$ cat src/rtl/sample_word_packer_if.sv
// Sample-in / packed-word-out stream bundle for sample_word_packer.
// master is the packer side, slave is the upstream/downstream side.
interface sample_word_packer_if #(
    parameter int WIDTH = 16,
    parameter int LANES = 4
);
    logic [WIDTH-1:0]       s_data;
    logic                   s_valid;
    logic                   s_ready;
    logic [WIDTH*LANES-1:0] m_data;
    logic [LANES-1:0]       m_keep;
    logic                   m_valid;
    logic                   m_ready;
    logic                   m_last;

    modport master (
        input  s_data, s_valid, m_ready,
        output s_ready, m_data, m_keep, m_valid, m_last
    );

    modport slave (
        output s_data, s_valid, m_ready,
        input  s_ready, m_data, m_keep, m_valid, m_last
    );
endinterface

$ cat src/rtl/sample_word_packer.sv
// Packs LANES samples per output word with packet framing and flush control.
// Define PACKER_SEQ_CHECK_EN to build the sample sequence checker.
module sample_word_packer #(
    parameter int WIDTH     = 16,
    parameter int LANES     = 4,
    parameter int PKT_WORDS = 256
) (
    input  logic                 clk,
    input  logic                 reset,
    input  logic                 enable,
    input  logic                 flush,
    sample_word_packer_if.master bus,
    output logic [31:0]          pkt_cnt,
    output logic                 busy,
    output logic                 seq_err,
    output logic [15:0]          err_cnt
);
    localparam int LW = (LANES > 1) ? $clog2(LANES) : 1;
    localparam int PW = (PKT_WORDS > 1) ? $clog2(PKT_WORDS) : 1;
    localparam logic [LW-1:0] LAST_LANE = LW'(LANES - 1);
    localparam logic [PW-1:0] LAST_WORD = PW'(PKT_WORDS - 1);

    typedef enum logic [1:0] {IDLE, RUN, FLUSH} state_t;

    state_t                 state, state_nx;
    logic [LW-1:0]          lane_cnt, lane_cnt_nx;
    logic [PW-1:0]          word_in_pkt, word_in_pkt_nx;
    logic [WIDTH*LANES-1:0] fill, fill_nx;
    logic [WIDTH*LANES-1:0] data_nx, out_data;
    logic [LANES-1:0]       keep_nx, out_keep;
    logic                   last_nx, out_last, out_valid;
    logic                   load, accept, slot_free;

    assign slot_free   = !out_valid || bus.m_ready;
    assign bus.s_ready = (state == RUN) && ((lane_cnt != LAST_LANE) || slot_free);
    assign accept      = bus.s_valid && bus.s_ready;

    assign bus.m_data  = out_data;
    assign bus.m_keep  = out_keep;
    assign bus.m_valid = out_valid;
    assign bus.m_last  = out_last;
    assign busy        = (state != IDLE) || out_valid;

    always_comb begin
        state_nx       = state;
        lane_cnt_nx    = lane_cnt;
        word_in_pkt_nx = word_in_pkt;
        fill_nx        = fill;
        data_nx        = '0;
        keep_nx        = '0;
        last_nx        = 1'b0;
        load           = 1'b0;
        unique case (state)
            IDLE: begin
                if (enable) begin
                    state_nx       = RUN;
                    lane_cnt_nx    = '0;
                    word_in_pkt_nx = '0;
                end
            end
            RUN: begin
                if (accept) begin
                    fill_nx[int'(lane_cnt)*WIDTH +: WIDTH] = bus.s_data;
                    if (lane_cnt == LAST_LANE) begin
                        load           = 1'b1;
                        data_nx        = fill_nx;
                        keep_nx        = '1;
                        last_nx        = (word_in_pkt == LAST_WORD);
                        lane_cnt_nx    = '0;
                        word_in_pkt_nx = last_nx ? '0 : word_in_pkt + 1'b1;
                    end else begin
                        lane_cnt_nx = lane_cnt + 1'b1;
                    end
                end
                if (flush || !enable) begin
                    state_nx = FLUSH;
                end
            end
            FLUSH: begin
                if (slot_free) begin
                    // Partial word: stale lanes from earlier words are masked off
                    if (lane_cnt != '0) begin
                        load    = 1'b1;
                        last_nx = 1'b1;
                        for (int l = 0; l < LANES; l++) begin
                            keep_nx[l] = (l < int'(lane_cnt));
                            if (keep_nx[l]) begin
                                data_nx[l*WIDTH +: WIDTH] = fill[l*WIDTH +: WIDTH];
                            end
                        end
                    end else if (word_in_pkt != '0) begin
                        load    = 1'b1;
                        last_nx = 1'b1;
                    end
                    lane_cnt_nx    = '0;
                    word_in_pkt_nx = '0;
                    state_nx       = enable ? RUN : IDLE;
                end
            end
            default: state_nx = IDLE;
        endcase
    end

    always_ff @(posedge clk or negedge reset) begin
        if (!reset) begin
            state       <= IDLE;
            lane_cnt    <= '0;
            word_in_pkt <= '0;
            fill        <= '0;
            out_data    <= '0;
            out_keep    <= '0;
            out_last    <= 1'b0;
            out_valid   <= 1'b0;
            pkt_cnt     <= '0;
        end else begin
            state       <= state_nx;
            lane_cnt    <= lane_cnt_nx;
            word_in_pkt <= word_in_pkt_nx;
            fill        <= fill_nx;
            if (out_valid && bus.m_ready && out_last) begin
                pkt_cnt <= pkt_cnt + 32'd1;
            end
            if (load) begin
                out_data  <= data_nx;
                out_keep  <= keep_nx;
                out_last  <= last_nx;
                out_valid <= 1'b1;
            end else if (bus.m_ready) begin
                out_valid <= 1'b0;
            end
        end
    end

`ifdef PACKER_SEQ_CHECK_EN
    logic [WIDTH-1:0] prev;
    logic             armed;
    logic             step_ok;

    // Neighbours differ by one without wrapping; zero marks an emulator restart
    assign step_ok = (bus.s_data == '0)
        || ({1'b0, bus.s_data} == {1'b0, prev} + 1'b1)
        || ({1'b0, prev} == {1'b0, bus.s_data} + 1'b1);

    always_ff @(posedge clk or negedge reset) begin
        if (!reset) begin
            prev    <= '0;
            armed   <= 1'b0;
            seq_err <= 1'b0;
            err_cnt <= '0;
        end else if ((state == IDLE) && enable) begin
            armed   <= 1'b0;
            seq_err <= 1'b0;
        end else if (accept) begin
            prev  <= bus.s_data;
            armed <= 1'b1;
            if (armed && !step_ok) begin
                seq_err <= 1'b1;
                if (err_cnt != 16'hFFFF) begin
                    err_cnt <= err_cnt + 16'd1;
                end
            end
        end
    end
`else
    assign seq_err = 1'b0;
    assign err_cnt = '0;
`endif
endmodule

$ cat src/flat_wrapper.sv
// flat-port wrapper written by rule: the top's interface ports become plain ports
module sample_word_packer_flat 
#(
    parameter int WIDTH     = 16,
    parameter int LANES     = 4,
    parameter int PKT_WORDS = 256
)
  (clk, reset, enable, flush, pkt_cnt, busy, seq_err, err_cnt, bus_s_data, bus_s_valid, bus_m_ready, bus_s_ready, bus_m_data, bus_m_keep, bus_m_valid, bus_m_last);
  sample_word_packer_if #(.WIDTH(WIDTH), .LANES(LANES)) bus_i ();
  input  logic clk;
  input  logic reset;
  input  logic enable;
  input  logic flush;
  output logic [31:0] pkt_cnt;
  output logic busy;
  output logic seq_err;
  output logic [15:0] err_cnt;
  input wire logic [$bits(bus_i.s_data)-1:0] bus_s_data;
  input wire logic [$bits(bus_i.s_valid)-1:0] bus_s_valid;
  input wire logic [$bits(bus_i.m_ready)-1:0] bus_m_ready;
  output wire logic [$bits(bus_i.s_ready)-1:0] bus_s_ready;
  output wire logic [$bits(bus_i.m_data)-1:0] bus_m_data;
  output wire logic [$bits(bus_i.m_keep)-1:0] bus_m_keep;
  output wire logic [$bits(bus_i.m_valid)-1:0] bus_m_valid;
  output wire logic [$bits(bus_i.m_last)-1:0] bus_m_last;
  assign bus_i.s_data = bus_s_data;
  assign bus_i.s_valid = bus_s_valid;
  assign bus_i.m_ready = bus_m_ready;
  assign bus_s_ready = bus_i.s_ready;
  assign bus_m_data = bus_i.m_data;
  assign bus_m_keep = bus_i.m_keep;
  assign bus_m_valid = bus_i.m_valid;
  assign bus_m_last = bus_i.m_last;
  sample_word_packer #(.WIDTH(WIDTH), .LANES(LANES), .PKT_WORDS(PKT_WORDS)) u_core (.clk(clk), .reset(reset), .enable(enable), .flush(flush), .bus(bus_i), .pkt_cnt(pkt_cnt), .busy(busy), .seq_err(seq_err), .err_cnt(err_cnt));
endmodule
$ cat config.mk
export PLATFORM = sky130hd
export DESIGN_NAME = sample_word_packer_flat
export DESIGN_NICKNAME = d
export VERILOG_FILES = /design/src/rtl/sample_word_packer_if.sv /design/src/rtl/sample_word_packer.sv /design/src/flat_wrapper.sv
export SDC_FILE = /design/constraint.sdc
export NUM_CORES = 1
export LEC_CHECK = 0
export BUFFER_PORTS_ARGS = -buffer_cell sky130_fd_sc_hd__buf_2
export CAP_MARGIN = 40
export CORE_MARGIN = 1
export CORE_UTILIZATION = 60
export DETAILED_ROUTE_END_ITERATION = 10
export PLACE_DENSITY = 0.95
export SYNTH_ARGS = -nofsm -noshare
export SYNTH_HDL_FRONTEND = slang
export SYNTH_SLANG_ARGS = --single-unit
$ cat constraint.sdc
create_clock -name clk -period 7.2 [get_ports clk]
set_clock_uncertainty 0.15 [all_clocks]
set_input_delay 0.36 -clock clk [delete_from_list [all_inputs] [get_ports clk]]
set_output_delay 0.36 -clock clk [all_outputs]
set_load 0.02 [all_outputs]
==> results of run 1 <==
[cell families after synthesis]
logic type | synth area share, %
AO/OA/AOI/OAI | 15.7
XOR/XNOR | 3.52
other | 0.0487
AND/OR/NAND/NOR | 16.3
flip-flops | 52.6
adder cells (fa/ha/maj) | 1.95
multiplexers | 4.95
buffers and inverters | 4.98
[tightest hold or removal path, stage by stage]
cell	delay (ns)
buf_2	0.15
nand2_1	0.07
a31oi_1	0.07
[power by group through the flow]
stage	registers (µW)	clock network [µW]	logic, µW
after CTS	1160	1030	763
after global routing	1180	1070	829
after detailed placement	1180	0	754
after floorplan	1280	0	404
after global placement	1170	0	717
final	1170	1030	766
[metrics by stage]
| step | util, % | hold WS [ns] | std cells | power (µW) |
|---|---|---|---|---|
| 2_1_floorplan | - | -0.0856 | 720 | 1680 |
| 3_3_place_gp | 66.3 | 0.307 | 964 | 1890 |
| 3_5_place_dp | 66.8 | 0.310 | 970 | 1930 |
| 4_1_cts | 72.2 | 0.0934 | 1003 | 2960 |
| 5_1_grt | 72.2 | 0.111 | 1003 | 3080 |
| 6_report | 72.2 | 0.109 | 1003 | 2960 |
[placed cells by master (no fill, tap or decap), types with 4 or more instances in the layout]
cell type,n
nor4_4,4
nand4_1,18
mux2_2,30
nor3_1,35
nand3_1,13
nand2_1,46
a31oi_1,17
a22o_1,34
xor2_1,4
inv_1,14
bufinv_16,5
and2_1,17
clkbuf_16,17
buf_4,9
xnor2_1,27
o21ai_0,40
a211o_1,5
ha_1,12
a21oi_1,35
nor2b_1,17
a22oi_1,16
conb_1,17
nor2_1,14
buf_2,125
and3_1,15
dfrtp_1,162
o2bb2ai_1,16
[worst paths after layout]
check                                   startpoint  cells past startpoint                    end  slack, ns
worst max-delay path            u_core.lane_cnt[0]                      8  u_core.bus.m_data[63]       3.73
worst min-delay path                 bus_s_data[8]                      3   u_core.bus.m_data[8]       0.11
worst max register to register  u_core.lane_cnt[0]                      8  u_core.bus.m_data[63]       3.73
worst min register to register  u_core.pkt_cnt[19]                      1     u_core.pkt_cnt[19]       0.34
max in group asynchronous                    reset                      3  u_core.bus.m_data[27]       5.10
min in group asynchronous                    reset                      2     u_core.pkt_cnt[16]       0.43
[area by class of cell]
type                            instances  area (µm²)
Clock inverter                         12         201
Fill cell                             823        3500
Timing Repair Buffer                  137         742
Sequential cell                       162        4050
Inverter                               15        56.3
Multi-Input combinational cell        485        3340
Clock buffer                           20         467
Tap cell                              172         215
[sequential cells by signal (all words and copies together), names as in the netlist]
name / flops
u_core.lane_cnt: 2
u_core.bus.m_last: 1
u_core.fill: 48
u_core.bus.m_keep: 4
u_core.pkt_cnt: 32
u_core.bus.m_data: 64
u_core.state: 2
u_core.bus.m_valid: 1
u_core.word_in_pkt: 8
[metal layers]
layer  up-vias  part of all wire [%]  global-route usage [%]
met5         -                     0                       0
met4         0                   4.0                    15.3
met3        80                   8.7                    7.80
met2       389                    47                    47.5
met1      3101                    40                    41.2
li1       2773                     -                       -
==> results.json, run 1 <==
{
  "status": "finished, final reports clean",
  "max_slew_margin_pct": 37.6,
  "syn_inst": 704,
  "synthArstFlopShare_pct": 100,
  "crit_chain": "inv_1, ha_1, nor4bb_1, a2111oi_2, buf_4, or2_2, buf_4, mux2_2",
  "final_cell_area_um2": 9070,
  "wire_per_inst_um": 19.8,
  "hold_violations": 0,
  "setup_viol": 0,
  "max_slew.worst_pin.slew_ns": 0.928,
  "slowest_delay_ns": 0.58,
  "start_util_pct": 61.3,
  "clock_latency_ns": 0.45,
  "synthTopCellsByCount": "dfrtp_1, nand2_1, o21ai_0, a21oi_1, nor3_1",
  "fmax_mhz": 288,
  "overflow": 0,
  "cap_violations": 0,
  "drt-initial-drc-count": 711,
  "p_clk_share_pct": 34.7,
  "drt-vias-per-instance": 6.32,
  "syn_area_um2": 7710,
  "holdBufCountCts": 1,
  "io_buffers": 125,
  "dp_slack_ns": 3.89,
  "fin_crit_ns": 3.47,
  "synth-main-ff-cell": "dfrtp_1",
  "cts_resized": 0,
  "internal-power_uw": 1980,
  "path_common_cell": "buf_4",
  "setup_ws_ns": 3.73,
  "arrival_ns": 3.64,
  "antenna_found_initial": 0,
  "drc": 0,
  "worstSetupPathType": "flop to flop",
  "clockRootBuffer": "clkbuf_16",
  "cts_setup_buffers": 0,
  "netlist_top_cells_area": "dfrtp_1, mux2_2, a22o_1, xnor2_1, o21ai_0",
  "hpwlAfterDp_mm": 12.1,
  "grt_usage_pct": 31.0,
  "startpoint_type": "flop",
  "path_clk_slew_ns": 0.06,
  "crit_required_ns": 7.37,
  "holdCritPathClass": "input port to flop",
  "die_w_um": 115,
  "core_area_um2": 12600,
  "cts_num_sinks": 162,
  "grt_pass1_wl_mm": 31.2,
  "drv_slew": 0,
  "rows": 41,
  "ant_nets": 0,
  "antenna_cells": 0,
  "ys_types": 59,
  "syn_avg_cell_area_um2": 10.9,
  "place_area_um2": 8390,
  "synth_warnings": 0,
  "swShare_pct": 33.1,
  "yosysSeqAreaShare_pct": 52.6,
  "synth_top_area_share_pct": 52.6,
  "io_pins": 143,
  "ir_drop_uv": 279,
  "pwr-share-seq_pct": 39.5,
  "drive_gt1_share_pct": 25.5,
  "critPathCaptureType": "flop",
  "die_h_um": 115,
  "finalWirelength_mm": 19.8,
  "critPathSlowestCell": "buf_4",
  "clock_path_buffers": 2,
  "dr.pass1.iters": 8,
  "via_count": 6343,
  "leakage_uw": 0.00437,
  "cts_made_buffers": 17,
  "p_per_area_nw_per_um2": 326,
  "cp_num_buf_inv": 3,
  "synth-edff-count": 0,
  "area_growth_pct": 17.7,
  "crit_fanout": 66,
  "rsz0062_at_grt": "no",
  "gp_congestion": 0.861,
  "synth_most_common_cell": "dfrtp_1",
  "synth_area_leader_cell": "dfrtp_1",
  "synth-seq-cells": 162,
  "critPathTopFamily": "buffers and inverters",
  "fin_crit_sh_pct": 48.2,
  "cts_max_level": 4,
  "num-nets-final": 852,
  "die-area_um2": 13300,
  "grt_pass1_vias": 5965,
  "cts_tree": "yes",
  "net-switching-power_uw": 981,
  "pwr-share-comb_pct": 25.9,
  "setup_tns_ns": 0,
  "grt_max_degree": 96
}
(Power assumes the default switching activity.)
==> run 2: changes to the inputs <==
- CORE_UTILIZATION: 60 -> 50
- PLACE_DENSITY: 0.95 -> 0.86
- clock period: 7.2 -> 3 ns (I/O delays scaled with it)
==> results.json, run 2 (same netlist as run 1, synthesis figures left out) <==
{
  "status": "finished, final reports clean",
  "largest_reg_flops": 64,
  "drt-vias-per-instance": 6.06,
  "slowest_delay_ns": 0.48,
  "die_w_um": 126,
  "met3_length_mm": 1.18,
  "cts_max_level": 4,
  "grt_pass1_vias": 6167,
  "fin_crit_sh_pct": 90.7,
  "die_h_um": 126,
  "holdCritPathClass": "input port to flop",
  "startpoint_type": "flop",
  "antenna_found_initial": 0,
  "setup_ws_ns": 0.280,
  "cp_num_buf_inv": 2,
  "finalWirelength_mm": 19.4,
  "num-nets-final": 883,
  "fmax_mhz": 368,
  "grt_pass1_wl_mm": 31.8,
  "die-area_um2": 15900,
  "start_util_pct": 50.9,
  "crit_chain": "inv_1, ha_1, nor4bb_1, a2111oi_2, or2_2, buf_4, mux2_2",
  "leakage_uw": 0.00448,
  "drc": 0,
  "antenna_cells": 0,
  "dr.pass1.iters": 7,
  "area_growth_pct": 21.1,
  "timing.rr.start": "u_core.lane_cnt[0]",
  "overflow": 0,
  "ant_nets": 0,
  "critPathCaptureType": "flop",
  "critPathTopFamily": "flip-flops",
  "core_area_um2": 15100,
  "drv_slew": 0,
  "io_pins": 143,
  "grt_usage_pct": 25.3,
  "cts_num_sinks": 162,
  "drt-initial-drc-count": 439,
  "hpwlAfterDp_mm": 12.4,
  "max_slew.worst_pin.slew_ns": 0.723,
  "dr.max_layer_used": "met4",
  "power.total_uw": 6950,
  "critPathSlowestCell": "dfrtp_1",
  "drive_gt1_share_pct": 25.9,
  "via_count": 6352,
  "mostFrequentLayoutCell": "dfrtp_1",
  "rsz0062_at_grt": "no",
  "crit_required_ns": 3.15,
  "wire_per_inst_um": 18.5,
  "cts_made_buffers": 17,
  "io_buffers": 125,
  "max_slew_margin_pct": 51.3,
  "clock_path_buffers": 2,
  "grt_max_degree": 69,
  "crit_fanout": 20,
  "p_per_area_nw_per_um2": 744,
  "path_clk_slew_ns": 0.06,
  "clock_latency_ns": 0.43,
  "worstHoldStart": "flush",
  "gp_congestion": 0.825,
  "setup_viol": 0,
  "final_cell_mix": "dfrtp_1, buf_2, nand2_1",
  "dp_slack_ns": 0.426,
  "worstSetupPathType": "flop to flop",
  "drt-met1-wl_mm": 8.57,
  "fin_crit_ns": 2.72,
  "clockRootBuffer": "clkbuf_16",
  "cp-startpoint": "u_core.lane_cnt[0]",
  "cts_tree": "yes",
  "route.met2.wl_mm": 9.19,
  "ir_drop_uv": 497,
  "cap_violations": 0,
  "hold_violations": 0,
  "setup_tns_ns": 0,
  "arrival_ns": 2.87,
  "rows": 45
}
[run 2: through the flow]
step                instances  util (%)  cell area (µm²)  hold slack, ns
floorplan                 720         -             7770          -0.296
finish                   1049      61.6             9340          0.0231
global placement          998      56.3             8520          0.0342
CTS                      1049      61.6             9340          0.0124
global route             1049      61.6             9340          0.0462
detailed placement        998      56.3             8520          0.0370
[run 2: layer usage]
layer	vias up	GRT usage (%)
met1	3206	34.8
met2	280	39.5
met5	-	0
met3	42	4.72
met4	0	10.9
li1	2824	-
[run 2: area by class of cell]
cell class              count  area (µm²)
clock inverters            13         173
multi-input cells         485        3340
well taps                 188         235
fillers                  1135        5810
clock buffers              18         439
inverters                  15        56.3
repair buffers            168        1040
flip-flops and latches    162        4050
[run 2: what timing repair did]
action | in CTS | in global routing
hold buffers | 20 | 0
gates resized for setup | 0 | 0
hold endpoints to repair | 121 | 0
buffers inserted | 0 | 0
[run 2: worst register-to-register path, stage by stage (launching register included)]
cell	delay, ns
dfrtp_1	0.48
inv_1	0.14
ha_1	0.28
nor4bb_1	0.18
a2111oi_2	0.48
or2_2	0.23
buf_4	0.27
mux2_2	0.39
[run 2: power breakdown]
| part | switching, µW | internal (µW) | leakage [µW] |
|---|---|---|---|
| Clock | 923 | 1340 | 0.000292 |
| Combinational | 1190 | 700 | 0.00201 |
| Sequential | 250 | 2550 | 0.00218 |
[run 2: path summary, 6_finish.rpt]
check,end,slack (ns),depth (start not counted)
max in group asynchronous,u_core.bus.m_data[56],1.85,3
max reg2reg,u_core.bus.m_data[19],0.28,7
min in group asynchronous,u_core.pkt_cnt[15],0.14,2
min reg2reg,u_core.pkt_cnt[9],0.34,1
min,u_core.state[0],0.02,4
max,u_core.bus.m_data[19],0.28,7
==> run 3: changes to the inputs <==
- BUFFER_PORTS_ARGS: -buffer_cell sky130_fd_sc_hd__buf_2 -> default
- CORE_UTILIZATION: 50 -> 57
- DONT_BUFFER_PORTS: default -> 1
- PLACE_DENSITY: 0.86 -> 0.85
- clock period: 3 -> 2.5 ns (I/O delays scaled with it)
==> results.json, run 3 (same netlist as run 1, synthesis figures left out) <==
{
  "status": "finished, violations left",
  "violations": "negative hold slack",
  "crit_required_ns": 2.66,
  "holdBufCountCts": 20,
  "fin_crit_sh_pct": 96.3,
  "setup_tns_ns": 0,
  "drv_slew": 0,
  "dr.pass1.iters": 5,
  "critPathSlowestCell": "dfrtp_1",
  "crit_fanout": 33,
  "clock_path_buffers": 2,
  "max_slew_margin_pct": 56.9,
  "fill_cells": 907,
  "grt_usage_pct": 29.2,
  "largest_reg_flops": 64,
  "mostFrequentLayoutCell": "dfrtp_1",
  "grt_pass1_wl_mm": 31.8,
  "start_util_pct": 58.4,
  "r2r_cells": 7,
  "place_area_um2": 7870,
  "drt-initial-drc-count": 467,
  "wire_per_inst_um": 21.6,
  "final_cell_area_um2": 8690,
  "grt_pass1_vias": 5874,
  "num-nets-final": 762,
  "via_count": 5959,
  "hpwlAfterDp_mm": 12.1,
  "leakage_uw": 0.00387,
  "fmax_mhz": 415,
  "area_growth_pct": 12.7,
  "arrival_ns": 2.57,
  "ir_drop_uv": 652,
  "startpoint_type": "flop",
  "cts_tree": "yes",
  "overflow": 0,
  "dp_slack_ns": -0.122,
  "die_w_um": 118,
  "drive_gt1_share_pct": 14.3,
  "cap_violations": 0,
  "holdCritPathClass": "input port to asynchronous set/reset pin",
  "grt_max_degree": 163,
  "core_area_um2": 13200,
  "io_buffers": 0,
  "slowest_delay_ns": 0.45,
  "gp_congestion": 0.901,
  "critPathCaptureType": "flop",
  "worstSetupPathType": "flop to flop",
  "final_cell_mix": "dfrtp_1, nand2_1, o21ai_0",
  "rows": 42,
  "seq_area_um2": 4060,
  "finalWirelength_mm": 19.9,
  "multi_input_area_um2": 3360,
  "hold_violations": 162,
  "setup_viol": 0,
  "drt-vias-per-instance": 6.48,
  "clockRootBuffer": "clkbuf_16",
  "path_clk_slew_ns": 0.06,
  "antenna_found_initial": 2,
  "cts_setup_buffers": 0,
  "p_per_area_nw_per_um2": 903,
  "max_slew.worst_pin.slew_ns": 0.640,
  "stdcell_count": 919,
  "die-area_um2": 14000,
  "cts_num_sinks": 162,
  "io_pins": 143,
  "drc": 0,
  "setup_ws_ns": 0.0913,
  "rsz0062_at_grt": "no",
  "clock_latency_ns": 0.43,
  "cts_made_buffers": 17,
  "whs_ns": -0.760,
  "cts_max_level": 4,
  "crit_chain": "inv_1, ha_1, nor4bb_4, a2111oi_2, or2_4, buf_12, mux2_2",
  "dpl.cell_count": 864,
  "ant_nets": 0,
  "fin_crit_ns": 2.41,
  "die_h_um": 118
}
-- run 3: layer usage --
layer	track usage, %	wire length, µm	up-vias
met1	37.8	7670	2952
met5	0	13	-
met2	44.0	9270	377
met3	11.9	2490	44
met4	10.5	415	2
li1	-	-	2584
-- run 3: cell type report --
cell class / count / share of cell area, %
Clock inverter: 10 / 0.821
Sequential cell: 162 / 46.7
Clock buffer: 22 / 5.57
Multi-Input combinational cell: 485 / 38.7
Inverter: 15 / 0.648
Timing Repair Buffer: 47 / 4.98
Antenna cell: 2 / 0.0576
Tap cell: 176 / 2.53
-- run 3: power by group --
part	switching (µW)	total (µW)	internal, µW	leakage [µW]
sequential	738	3790	3050	0.00217
combinational	940	1600	661	0.00142
clock	1070	2450	1380	0.000277
-- run 3: timing repair --
action | in CTS | in global routing
hold endpoints to repair | 280 | 162
resized for setup | 5 | 2
pin swaps | 0 | 1
gates cloned | 0 | 1
endpoints found under the setup margin | 67 | 32
-- run 3: critical path, delay by kind of cell, from the launching register on --
kind            cells  cell delay, ns
flops               1            0.45
simple gates        2            0.41
compound gates      1            0.42
buf+inv             2            0.28
mux                 1            0.37
fa+ha+maj           1            0.19
-- run 3: stage by stage --
| step | util [%] | power, µW |
|---|---|---|
| 4_1_cts | 65.6 | 7790 |
| 2_1_floorplan | - | 4850 |
| 3_5_place_dp | 59.7 | 5250 |
| 6_report | 65.9 | 7850 |
| 5_1_grt | 65.8 | 8140 |
| 3_3_place_gp | 59.6 | 5130 |
-- run 3: path summary, 6_finish.rpt --
kind / slack [ns] / startpoint / end
max reg2reg: 0.09 / u_core.word_in_pkt[1] / u_core.bus.m_data[54]
max: 0.09 / u_core.word_in_pkt[1] / u_core.bus.m_data[54]
min: -0.76 / reset / u_core.pkt_cnt[4]
min in group clk: 0.14 / bus_s_valid / u_core.bus.m_data[0]
max in group asynchronous: 2.71 / reset / u_core.bus.m_data[8]
min reg2reg: 0.35 / u_core.fill[47] / u_core.fill[47]
